[src/rtl/pipeline_hazard_ctrl.sv]
// pipeline_hazard_ctrl
// Hazard and control unit for a four-stage in-order pipeline.
// It keeps its own copy of stages S2..S4 (valid, opcode, Rx, Ry) and
// advances them every cycle. It stalls fetch on read-after-write hazards
// and flushes the two younger stages on a taken branch in S3. It also
// decodes the stage-3 and stage-4 control signals and counts stall and
// flush cycles in saturating counters.
//
// Ports
//   clk, reset            rising-edge clock, synchronous active-high reset
//   f_op, f_valid         opcode and valid of the instruction in fetch (S1)
//   f_rx, f_ry            register fields of the fetch instruction
//   br_taken              branch condition for the S3 instruction
//   pc_enable, PCSrc      fetch PC update enable and branch-target select
//   flush, stall          pipeline event indications
//   s2/s3/s4_valid, op_*  slot occupancy and opcodes
//   NZ .. br_sel          stage-3 (execute/memory) controls
//   RegWrite .. wr_idx    stage-4 (writeback) controls
//   stall_cnt, flush_cnt  saturating event counters
module pipeline_hazard_ctrl #(
    parameter int REGW   = 3,
    parameter int FWD_EN = 0,
    parameter int CNTW   = 16
) (
    input  logic            clk,
    input  logic            reset,
    input  logic [4:0]      f_op,
    input  logic            f_valid,
    input  logic [REGW-1:0] f_rx,
    input  logic [REGW-1:0] f_ry,
    input  logic            br_taken,
    output logic            pc_enable,
    output logic            PCSrc,
    output logic            flush,
    output logic            stall,
    output logic            s2_valid,
    output logic            s3_valid,
    output logic            s4_valid,
    output logic [4:0]      op_s2,
    output logic [4:0]      op_s3,
    output logic [4:0]      op_s4,
    output logic            NZ,
    output logic            ALUOp,
    output logic            BSrc,
    output logic            ExtSel,
    output logic            BrSrc,
    output logic            MemRead,
    output logic            MemWrite,
    output logic [1:0]      br_sel,
    output logic            RegWrite,
    output logic            RegDst,
    output logic [2:0]      WBSrc,
    output logic [REGW-1:0] wr_idx,
    output logic [CNTW-1:0] stall_cnt,
    output logic [CNTW-1:0] flush_cnt
);

    typedef struct packed {
        logic            valid;
        logic [4:0]      op;
        logic [REGW-1:0] rx;
        logic [REGW-1:0] ry;
    } slot_t;

    slot_t s2_r, s3_r, s4_r;
    slot_t s1, s2, s3, s4;

    logic [REGW-1:0] dest3, dest4;
    logic            haz3, haz4, hazard;

    // A slot writes a register unless it is a branch (op[3]), one of the
    // op[1:0]=11 forms, or a store (00101).
    function automatic logic slot_writes(input slot_t s);
        return s.valid && !s.op[3] && !(s.op[1] && s.op[0]) && (s.op != 5'b00101);
    endfunction

    // Branches record the link register (all ones) as their destination.
    function automatic logic [REGW-1:0] slot_dest(input slot_t s);
        return s.op[3] ? {REGW{1'b1}} : s.rx;
    endfunction

    // While reset is held, everything downstream sees empty slots, so
    // the outputs already look like reset before the first edge clears
    // the registers.
    always_comb begin
        s1 = '0;
        if (f_valid) begin
            s1.valid = 1'b1;
            s1.op    = f_op;
            s1.rx    = f_rx;
            s1.ry    = f_ry;
        end
        s2 = reset ? '0 : s2_r;
        s3 = reset ? '0 : s3_r;
        s4 = reset ? '0 : s4_r;
    end

    // A hazard exists if the S2 instruction reads a register that S3
    // (always) or S4 (only without the writeback bypass) is going to write.
    assign dest3  = slot_dest(s3);
    assign dest4  = slot_dest(s4);
    assign haz3   = slot_writes(s3) && ((dest3 == s2.rx) || (dest3 == s2.ry));
    assign haz4   = (FWD_EN == 0) && slot_writes(s4) && ((dest4 == s2.rx) || (dest4 == s2.ry));
    assign hazard = s2.valid && (haz3 || haz4);

    // A taken branch flushes the wrong-path work, which removes the
    // hazard. For that reason flush wins over stall.
    assign flush     = s3.valid && s3.op[3] && br_taken;
    assign stall     = hazard && !flush;
    assign PCSrc     = flush;
    assign pc_enable = !stall;

    // Slot advance: a flush kills S2/S3, a stall holds S2 and injects a
    // bubble into S3. S4 always takes the old S3.
    always_ff @(posedge clk) begin
        if (reset) begin
            s2_r <= '0;
            s3_r <= '0;
            s4_r <= '0;
        end else if (flush) begin
            s2_r <= '0;
            s3_r <= '0;
            s4_r <= s3_r;
        end else if (stall) begin
            s3_r <= '0;
            s4_r <= s3_r;
        end else begin
            s2_r <= s1;
            s3_r <= s2_r;
            s4_r <= s3_r;
        end
    end

    // Event counters stop at all ones instead of wrapping.
    always_ff @(posedge clk) begin
        if (reset) begin
            stall_cnt <= '0;
            flush_cnt <= '0;
        end else begin
            if (stall && (stall_cnt != '1)) stall_cnt <= stall_cnt + CNTW'(1);
            if (flush && (flush_cnt != '1)) flush_cnt <= flush_cnt + CNTW'(1);
        end
    end

    assign s2_valid = s2.valid;
    assign s3_valid = s3.valid;
    assign s4_valid = s4.valid;
    assign op_s2    = s2.op;
    assign op_s3    = s3.op;
    assign op_s4    = s4.op;

    // Stage-3 and stage-4 decode. Empty slots decode to all zeros.
    always_comb begin
        NZ       = 1'b0;
        ALUOp    = 1'b0;
        BSrc     = 1'b0;
        ExtSel   = 1'b0;
        BrSrc    = 1'b0;
        MemRead  = 1'b0;
        MemWrite = 1'b0;
        br_sel   = 2'b00;
        RegWrite = 1'b0;
        RegDst   = 1'b0;
        WBSrc    = 3'b000;
        wr_idx   = '0;
        if (s3.valid) begin
            NZ       = !s3.op[3] && !s3.op[2] && (s3.op[1] || s3.op[0]);
            ALUOp    = !(!s3.op[3] && !s3.op[1] && s3.op[0]);
            BSrc     = s3.op[4];
            ExtSel   = s3.op[3];
            BrSrc    = !s3.op[4];
            MemRead  = (s3.op == 5'b00100);
            MemWrite = (s3.op == 5'b00101);
            br_sel   = s3.op[3] ? s3.op[1:0] : 2'b00;
        end
        if (s4.valid) begin
            RegWrite = slot_writes(s4);
            RegDst   = s4.op[3];
            wr_idx   = dest4;
            case (s4.op)
                5'b00000: WBSrc = 3'b010;
                5'b00100: WBSrc = 3'b000;
                5'b10000: WBSrc = 3'b011;
                5'b10110: WBSrc = 3'b100;
                default:  WBSrc = 3'b001;
            endcase
        end
    end

endmodule

[config.mk]
export PLATFORM = sky130hd
export DESIGN_NAME = pipeline_hazard_ctrl
export DESIGN_NICKNAME = d
export VERILOG_FILES = /design/src/rtl/pipeline_hazard_ctrl.sv
export SDC_FILE = /design/constraint.sdc
export NUM_CORES = 1
export LEC_CHECK = 0
export ABC_AREA = 0
export BUFFER_PORTS_ARGS = -buffer_cell sky130_fd_sc_hd__buf_2
export CORE_MARGIN = 1
export CORE_UTILIZATION = 40
export DETAILED_ROUTE_END_ITERATION = 16
export PLACE_DENSITY_LB_ADDON = 0.1
export SETUP_SLACK_MARGIN = 0.1
export SLEW_MARGIN = 25
export SYNTH_ARGS = -nofsm -noshare
export SYNTH_HDL_FRONTEND = slang
export SYNTH_SLANG_ARGS = --single-unit
[constraint.sdc]
create_clock -name clk -period 6.6 [get_ports clk]
set_clock_uncertainty 0.2 [all_clocks]
set_input_delay 0.99 -clock clk [delete_from_list [all_inputs] [get_ports clk]]
set_output_delay 0.99 -clock clk [all_outputs]
set_load 0.02 [all_outputs]
[Word level (Yosys, flattened, before mapping)]
Cells that the tools add are included.
Storage, ports and cells
  bits in registers: 68
  latch bits: 0
  memory bits (writable): 0
  ROM bits: 0
  bits of input ports: 15
  output and inout port bits: 71
  logic and storage cells: 86
  memories: 0
Operators by class
  add/sub/neg operators: 2
  multiply operators: 0
  divide/modulo/power cells: 0
  order comparisons: 0
  equality and inequality tests: 13
  shifts and indexed selects: 0
  multiplexer cells: 20
  bitwise gates (word level): 0
  reductions and logical operators: 37
Operator list (number)
  $mux 12: 4
  $add 16x1->16 const B: 2
  $ne 16x16->1 const B: 2
  $logic_and 1x1->1: 20
  $eq 5x3->1 const B: 3
  $eq 3x3->1: 4
  $mux 3: 4
  $pmux 3 s4: 1
  $eq 5x5->1 const B: 2
  $logic_not 1->1: 10
  $ne 5x3->1 const B: 2
  $mux 1: 9
  $logic_not 5->1: 1
  $logic_or 1x1->1: 4
  $mux 2: 2
  $reduce_or 3->1: 1
  $reduce_or 2->1: 1

[Depth between registers and ports, before layout]
Gate-level depths: netlist of run 1.
  word-level depth: 10
  mapped depth: 10

[Worst setup path before layout of run 1]
No wires, ideal clock.
  path type: input to output
  start: input port reset
  end: output port pc_enable
  arrival: 2.369 ns
  data required time: 5.410 ns
  slack: 3.041 ns
  cell stages on the path: 8
  buffers on the path: 3
  cell sequence: nor2b_1 > buf_2 > nand2b_1 > nand2b_1 > a211o_1 > and2_4 > buf_2 > clkbuf_1
RTL lines
  from (decl): line 26  | input logic reset,
  $mux 12 *
  net s3_valid: line 37  | output logic s3_valid,
  $logic_and 1x1->1 (3 in a row): line 74  | return s.valid && !s.op[3] && !(s.op[1] && s.op[0]) && (s.op != 5'b00101);
  $logic_and 1x1->1: line 102  | assign haz3 = slot_writes(s3) && ((dest3 == s2.rx) || (dest3 == s2.ry));
  $logic_or 1x1->1: line 104  | assign hazard = s2.valid && (haz3 || haz4);
  $logic_and 1x1->1: line 104
  $logic_and 1x1->1 *: line 109  | assign stall = hazard && !flush;
  $logic_not 1->1 *: line 111  | assign pc_enable = !stall;
  to (decl): line 32  | output logic pc_enable,
Mark *: on every way through the listed nets, which the timed path passes. The rest lies on a longest branch.

[Final worst setup path of run 1]
  start: input port reset
  end: output port stall
Between the ends
  longest elaborated chain between the ends: 9
RTL lines
  parallel branches: the longest is 8 deep, another holds $mux 12
  $logic_and 1x1->1 *: line 109
  to (decl): line 35  | output logic stall,
Every way passes the cells marked *.

==> flow_metrics.env, run 1 <==
export IMPL_critPathArrivalTime_ns=3.46
export IMPL_antenna_found_initial=0
export IMPL_seq_area_frac_synth=0.400
export IMPL_synthToLayoutAreaGrowth_pct=19.2
export IMPL_slew_headroom=0.510
export IMPL_antenna_cells=0
export IMPL_fin_cells=549
export IMPL_async_flop_share=0
export IMPL_grt_overflow=0
export IMPL_required_ns=5.41
export IMPL_grt_max_degree=48
export IMPL_viasPerCell=5.15
export IMPL_power_density_mw_per_mm2=195
export IMPL_synth_top_area_frac=0.400
export IMPL_stdcell_area_mm2=0.00370
export IMPL_die_w_um=90.1
export IMPL_tightest_slew_ns=0.731
export IMPL_grt_pass1_vias=2484
export IMPL_ys_top_cells_by_count="dfxtp_1 (62), nor2_1 (43), nand2_1 (27), nor2b_1 (27)"
export IMPL_netlist_area_mm2=0.00311
export IMPL_initial_core_util=0.421
export IMPL_critPathCaptureType="output pin"
export IMPL_slew_viol_final=0
export IMPL_drt_iter0_drc=162
export IMPL_wire_per_inst_um=13.6
export IMPL_irDropWorstVdd_v=0.0000975
export IMPL_critical_path_top_delay_family="simple AND/OR/NAND/NOR gates"
export IMPL_setup_ws_ns=1.95
export IMPL_grt_pass1_wl_mm=12.1
export IMPL_slowest_stage="nor2b_1"
export IMPL_yosys_most_used_dff="dfxtp_1"
export IMPL_crit_cells=8
export IMPL_dieArea_mm2=0.00812
export IMPL_hold_depth=1
export IMPL_path_class="in2out"
export IMPL_clock_latency_ns=0.32
export IMPL_ioPinCount=86
export IMPL_crit_path_frequent_cell="buf_2"
export IMPL_drive_gt1_frac=0.249
export IMPL_tritoncts="done"
export IMPL_final_setup_tns_ns=0
export IMPL_cts_htree_levels=3
export IMPL_vias=2830
export IMPL_timing_fmax_mhz=215
export IMPL_dr_pass1_iters=4
export IMPL_fp_dieH_um=90.1
export IMPL_cts_setup_buffers=0
export IMPL_synth_cells=376
export IMPL_synth_fp_nets=393
export IMPL_numPortBuffers=85
export IMPL_critPathLaunchType="input pin"
export IMPL_outcome="complete, no violations"
export IMPL_min_path_type="reg2reg"
export IMPL_ys_seq_elements=62
export IMPL_worstPathCellList="buf_2 > nor2b_1 > nand3_1 > nand2_1 > a211o_1 > and2_4 > clkinv_1 > buf_2"
export IMPL_dp_hpwl_mm=5.48
export IMPL_syn_area_per_cell_um2=8.26
export IMPL_ctsRootBufferMaster="clkbuf_8"
export IMPL_synth_edf_count=0
export IMPL_synth_most_common_cell="dfxtp_1"
export IMPL_hold_viol=0
export IMPL_crit_buf_inv=3
export IMPL_clk_path_buf_depth=2
export IMPL_period_needed_ns=4.65
export IMPL_dp_slack_ns=2.02
export IMPL_cts_sinks=62
export IMPL_use_met1=0.264
export IMPL_gp_congestion=0.788
export IMPL_met3_usage=0.0423
export IMPL_drv_cap=0
export IMPL_drc=0
export IMPL_grt_util_met2=0.265
export IMPL_ys_warn_count=0
export IMPL_ant_nets=0
export IMPL_clkTransAtPathRegs_ns=0.07
export IMPL_cts_resized=0
export IMPL_hold_buffers=0
export IMPL_reg2reg_depth=7
export IMPL_grt_busiest_layer="met2"
export IMPL_place_area_mm2=0.00353
export IMPL_rsz0062_at_grt="no"
export IMPL_crit_fanout=47
export IMPL_synth_distinct_cells=49
export IMPL_row_count=31
export IMPL_cp_slowest_stage_delay_ns=0.54
export IMPL_fp_coreArea_mm2=0.00737
export IMPL_fin_crit_sh=0.704
export IMPL_final_nets=463
export IMPL_netlist_top_cells_area="dfxtp_1 (40%), nor2b_1 (5.4%), nor2_1 (5.2%), xor2_1 (4.8%), nand2_1 (3.3%)"
export IMPL_p_leak_nw=1.66
export IMPL_setup_viol_count_final=0
export IMPL_place_inst=534
export IMPL_routed_wl_mm=7.48
export IMPL_synth_top_area_cell="dfxtp_1"
export IMPL_track_usage=0.185
export IMPL_cts_buffers=9
==> cells by family (layout without fill, tap and decap cells) <==
| kind of cell | count (synthesis) | after routing | synth area share |
|---|---|---|---|
| simple gates | 186 | 186 | 0.320 |
| fa+ha+maj | 2 | 2 | 0.00806 |
| flops | 62 | 62 | 0.400 |
| compound gates | 59 | 59 | 0.124 |
| mux | 7 | 7 | 0.0246 |
| buf+inv | 37 | 111 | 0.0584 |
| xor+xnor | 23 | 23 | 0.0649 |
==> final timing paths <==
| path | start | to | slack [ns] |
|---|---|---|---|
| setup / recovery | reset | stall | 1.95 |
| hold / removal | s2_r[7]$_SDFFE_PP0N_ | s3_r[7]$_SDFF_PP0_ | 0.30 |
| setup reg to reg | s3_r[11]$_SDFF_PP0_ | stall_cnt[12]$_SDFFE_PP0P_ | 3.75 |
| hold reg to reg | s2_r[7]$_SDFFE_PP0N_ | s3_r[7]$_SDFF_PP0_ | 0.30 |
==> final cells by class <==
type,instances,area (µm²)
Fill cell,759,3670
Inverter,9,33.8
Clock buffer,11,151
Timing Repair Buffer,87,440
Clock inverter,4,22.5
Multi-Input combinational cell,277,1690
Sequential cell,62,1240
Tap cell,99,124
==> worst reg2reg max path, delay by kind of cell (launching register included) <==
family | cells | cell delay (ns)
DFF | 1 | 0.30
AOI/OAI and AO/OA | 1 | 0.35
and+or+nand+nor | 5 | 1.52
muxes | 1 | 0.36
==> registers in the layout, indices dropped and copies added (netlist names) <==
register and cells:
flush_cnt 16, s2_r 12, s3_r 9, s4_r 9
stall_cnt 16
==> metal layers <==
layer  routed length [µm]  up-vias
li1                     -     1458
met1                 3980     1292
met2                 3110       72
met3                  295        8
met4                   97        0
met5                    0        -
==> through the flow <==
stage,power (mW),utilization,hold WS [ns]
after floorplan,0.424,-,0.261
after global placement,0.436,0.479,0.291
after detailed placement,0.437,0.479,0.283
after CTS,0.734,0.502,0.298
after global routing,0.758,0.502,0.307
final,0.723,0.502,0.298
==> where the power goes <==
| part | leakage (nW) | switching (mW) | internal (mW) |
|---|---|---|---|
| clock | 0.0910 | 0.142 | 0.153 |
| combinational | 1.07 | 0.0246 | 0.0161 |
| sequential | 0.502 | 0.00756 | 0.380 |
==> cells in the final DEF (no fill, tap or decap), types with 8 or more instances in the layout <==
cell,n
a21oi_1,19
and3_1,16
buf_2,85
clkbuf_8,11
dfxtp_1,62
inv_1,8
nand2_1,27
nand3_1,19
nor2_1,43
nor2b_1,27
nor3_1,9
o31ai_1,9
xor2_1,17
No activity file was read; power rests on OpenSTA's default activity.
==> run 2, diff against run 1 <==
==> constraint.sdc (replaced) <==
create_clock -name clk -period 4.69 [get_ports clk]
set_clock_uncertainty 0.2 [all_clocks]
set_input_delay 0.7035 -clock clk [delete_from_list [all_inputs] [get_ports clk]]
set_output_delay 0.7035 -clock clk [all_outputs]
set_load 0.02 [all_outputs]
==> flow_metrics.env, run 2 (synthesis gave the netlist of run 1 again) <==
export IMPL_cts_buffers=9
export IMPL_clkTransAtPathRegs_ns=0.07
export IMPL_reg_top3="flush_cnt x16, stall_cnt x16, s2_r x12"
export IMPL_r2r_slack_ns=1.85
export IMPL_r2r_end="stall_cnt[13]$_SDFFE_PP0P_"
export IMPL_final_nets=463
export IMPL_grt_pass1_wl_mm=12.7
export IMPL_rsz0062_at_grt="no"
export IMPL_dp_hpwl_mm=5.49
export IMPL_antenna_found_initial=0
export IMPL_dr_pass1_iters=4
export IMPL_viasPerCell=5.20
export IMPL_row_count=31
export IMPL_critPathArrivalTime_ns=2.89
export IMPL_cts_resized=0
export IMPL_layout_common_cells="buf_2 (85), dfxtp_1 (62), nor2_1 (43), nand2_1 (27), nor2b_1 (27)"
export IMPL_timing_fmax_mhz=263
export IMPL_track_usage=0.192
export IMPL_antenna_cells=0
export IMPL_gp_congestion=0.880
export IMPL_slowest_stage="buf_4"
export IMPL_fp_coreArea_mm2=0.00737
export IMPL_worstHoldStart="s2_r[7]$_SDFFE_PP0N_"
export IMPL_min_to="s3_r[7]$_SDFF_PP0_"
export IMPL_fillerInstances=765
export IMPL_min_path_type="reg2reg"
export IMPL_initial_core_util=0.421
export IMPL_fin_crit_sh=0.809
export IMPL_synthToLayoutAreaGrowth_pct=19.7
export IMPL_reg2reg_depth=8
export IMPL_wire_per_inst_um=14.0
export IMPL_grt_pass1_vias=2565
export IMPL_tritoncts="done"
export IMPL_finalCoreUtilization=0.505
export IMPL_outcome="complete, no violations"
export IMPL_slew_viol_final=0
export IMPL_slew_headroom=0.519
export IMPL_drive_gt1_frac=0.251
export IMPL_hold_buffers=0
export IMPL_crit_path_frequent_cell="buf_2"
export IMPL_reg2reg_from="s2_r[4]$_SDFFE_PP0N_"
export IMPL_drv_cap=0
export IMPL_path_class="in2out"
export IMPL_dieArea_mm2=0.00812
export IMPL_clock_latency_ns=0.33
export IMPL_routed_wl_mm=7.71
export IMPL_p_leak_nw=1.67
export IMPL_required_ns=3.79
export IMPL_cts_htree_levels=3
export IMPL_clk_path_buf_depth=2
export IMPL_crit_fanout=47
export IMPL_cts_setup_buffers=0
export IMPL_critPathCaptureType="output pin"
export IMPL_worstPathCellList="buf_2 > buf_4 > nor2b_1 > nand2_1 > a211o_1 > and2_4 > clkinv_1 > buf_2"
export IMPL_grt_max_degree=48
export IMPL_final_common_cell="buf_2"
export IMPL_ioPinCount=86
export IMPL_cp_slowest_stage_delay_ns=0.48
export IMPL_drt_iter0_drc=174
export IMPL_ant_nets=0
export IMPL_hold_viol=0
export IMPL_numPortBuffers=85
export IMPL_tightest_slew_ns=0.719
export IMPL_cts_sinks=62
export IMPL_drc=0
export IMPL_grt_overflow=0
export IMPL_fp_dieH_um=90.1
export IMPL_final_setup_tns_ns=0
export IMPL_hold_depth=1
export IMPL_period_needed_ns=3.80
export IMPL_setup_viol_count_final=0
export IMPL_power_density_mw_per_mm2=278
export IMPL_irDropWorstVdd_v=0.000147
export IMPL_critPathLaunchType="input pin"
export IMPL_ctsRootBufferMaster="clkbuf_8"
export IMPL_die_w_um=90.1
export IMPL_vias=2861
==> run 2: metal layers <==
| metal | global-route usage | vias to the layer above | share of wire |
|---|---|---|---|
| met1 | 0.274 | 1318 | 0.51 |
| met3 | 0.0415 | 8 | 0.053 |
| li1 | - | 1457 | - |
| met2 | 0.279 | 78 | 0.42 |
| met5 | 0 | - | 0 |
| met4 | 0.0780 | 0 | 0.012 |
==> run 2: metrics by stage <==
step                worst slack (ns)  instance area [µm²]  hold slack [ns]  power, mW  cells
CTS                            0.907                 3720            0.297       1.05    550
floorplan                       1.70                 3110            0.261      0.596    376
global route                   0.688                 3720            0.298       1.08    550
detailed placement             0.908                 3530            0.287      0.615    534
finish                         0.894                 3720            0.301       1.03    550
global placement                1.02                 3530            0.288      0.614    534
==> run 2: worst max-delay path, delay by kind of cell <==
family,cells,cell delay (ns)
AO/OA/AOI/OAI,1,0.19
buffers and inverters,4,1.29
AND/OR/NAND/NOR,3,0.69
==> run 2: layout make-up <==
cell class	instances	area, µm²	share of cell area
multi-input combinational	277	1690	0.456
sequential	62	1240	0.334
timing repair buffer	87	440	0.118
clock buffer	10	138	0.0370
tap	99	124	0.0333
clock inverter	6	47.5	0.0128
inverter	9	33.8	0.00908
==> run 2: worst max path at each step <==
stage                     depth (start not counted)   endpoint  start  slack [ns]
after floorplan                                   8  pc_enable  reset        1.70
after global placement                            8      stall  reset        1.02
after detailed placement                          8      stall  reset        0.91
after CTS                                         8      stall  reset        0.91
after global routing                              8      stall  reset        0.69
final                                             8      stall  reset        0.89
==> run 2: power breakdown <==
group          switching, mW  internal [mW]  total [mW]
Clock                  0.222          0.207       0.429
Combinational         0.0350         0.0231      0.0581
Sequential            0.0105          0.534       0.545
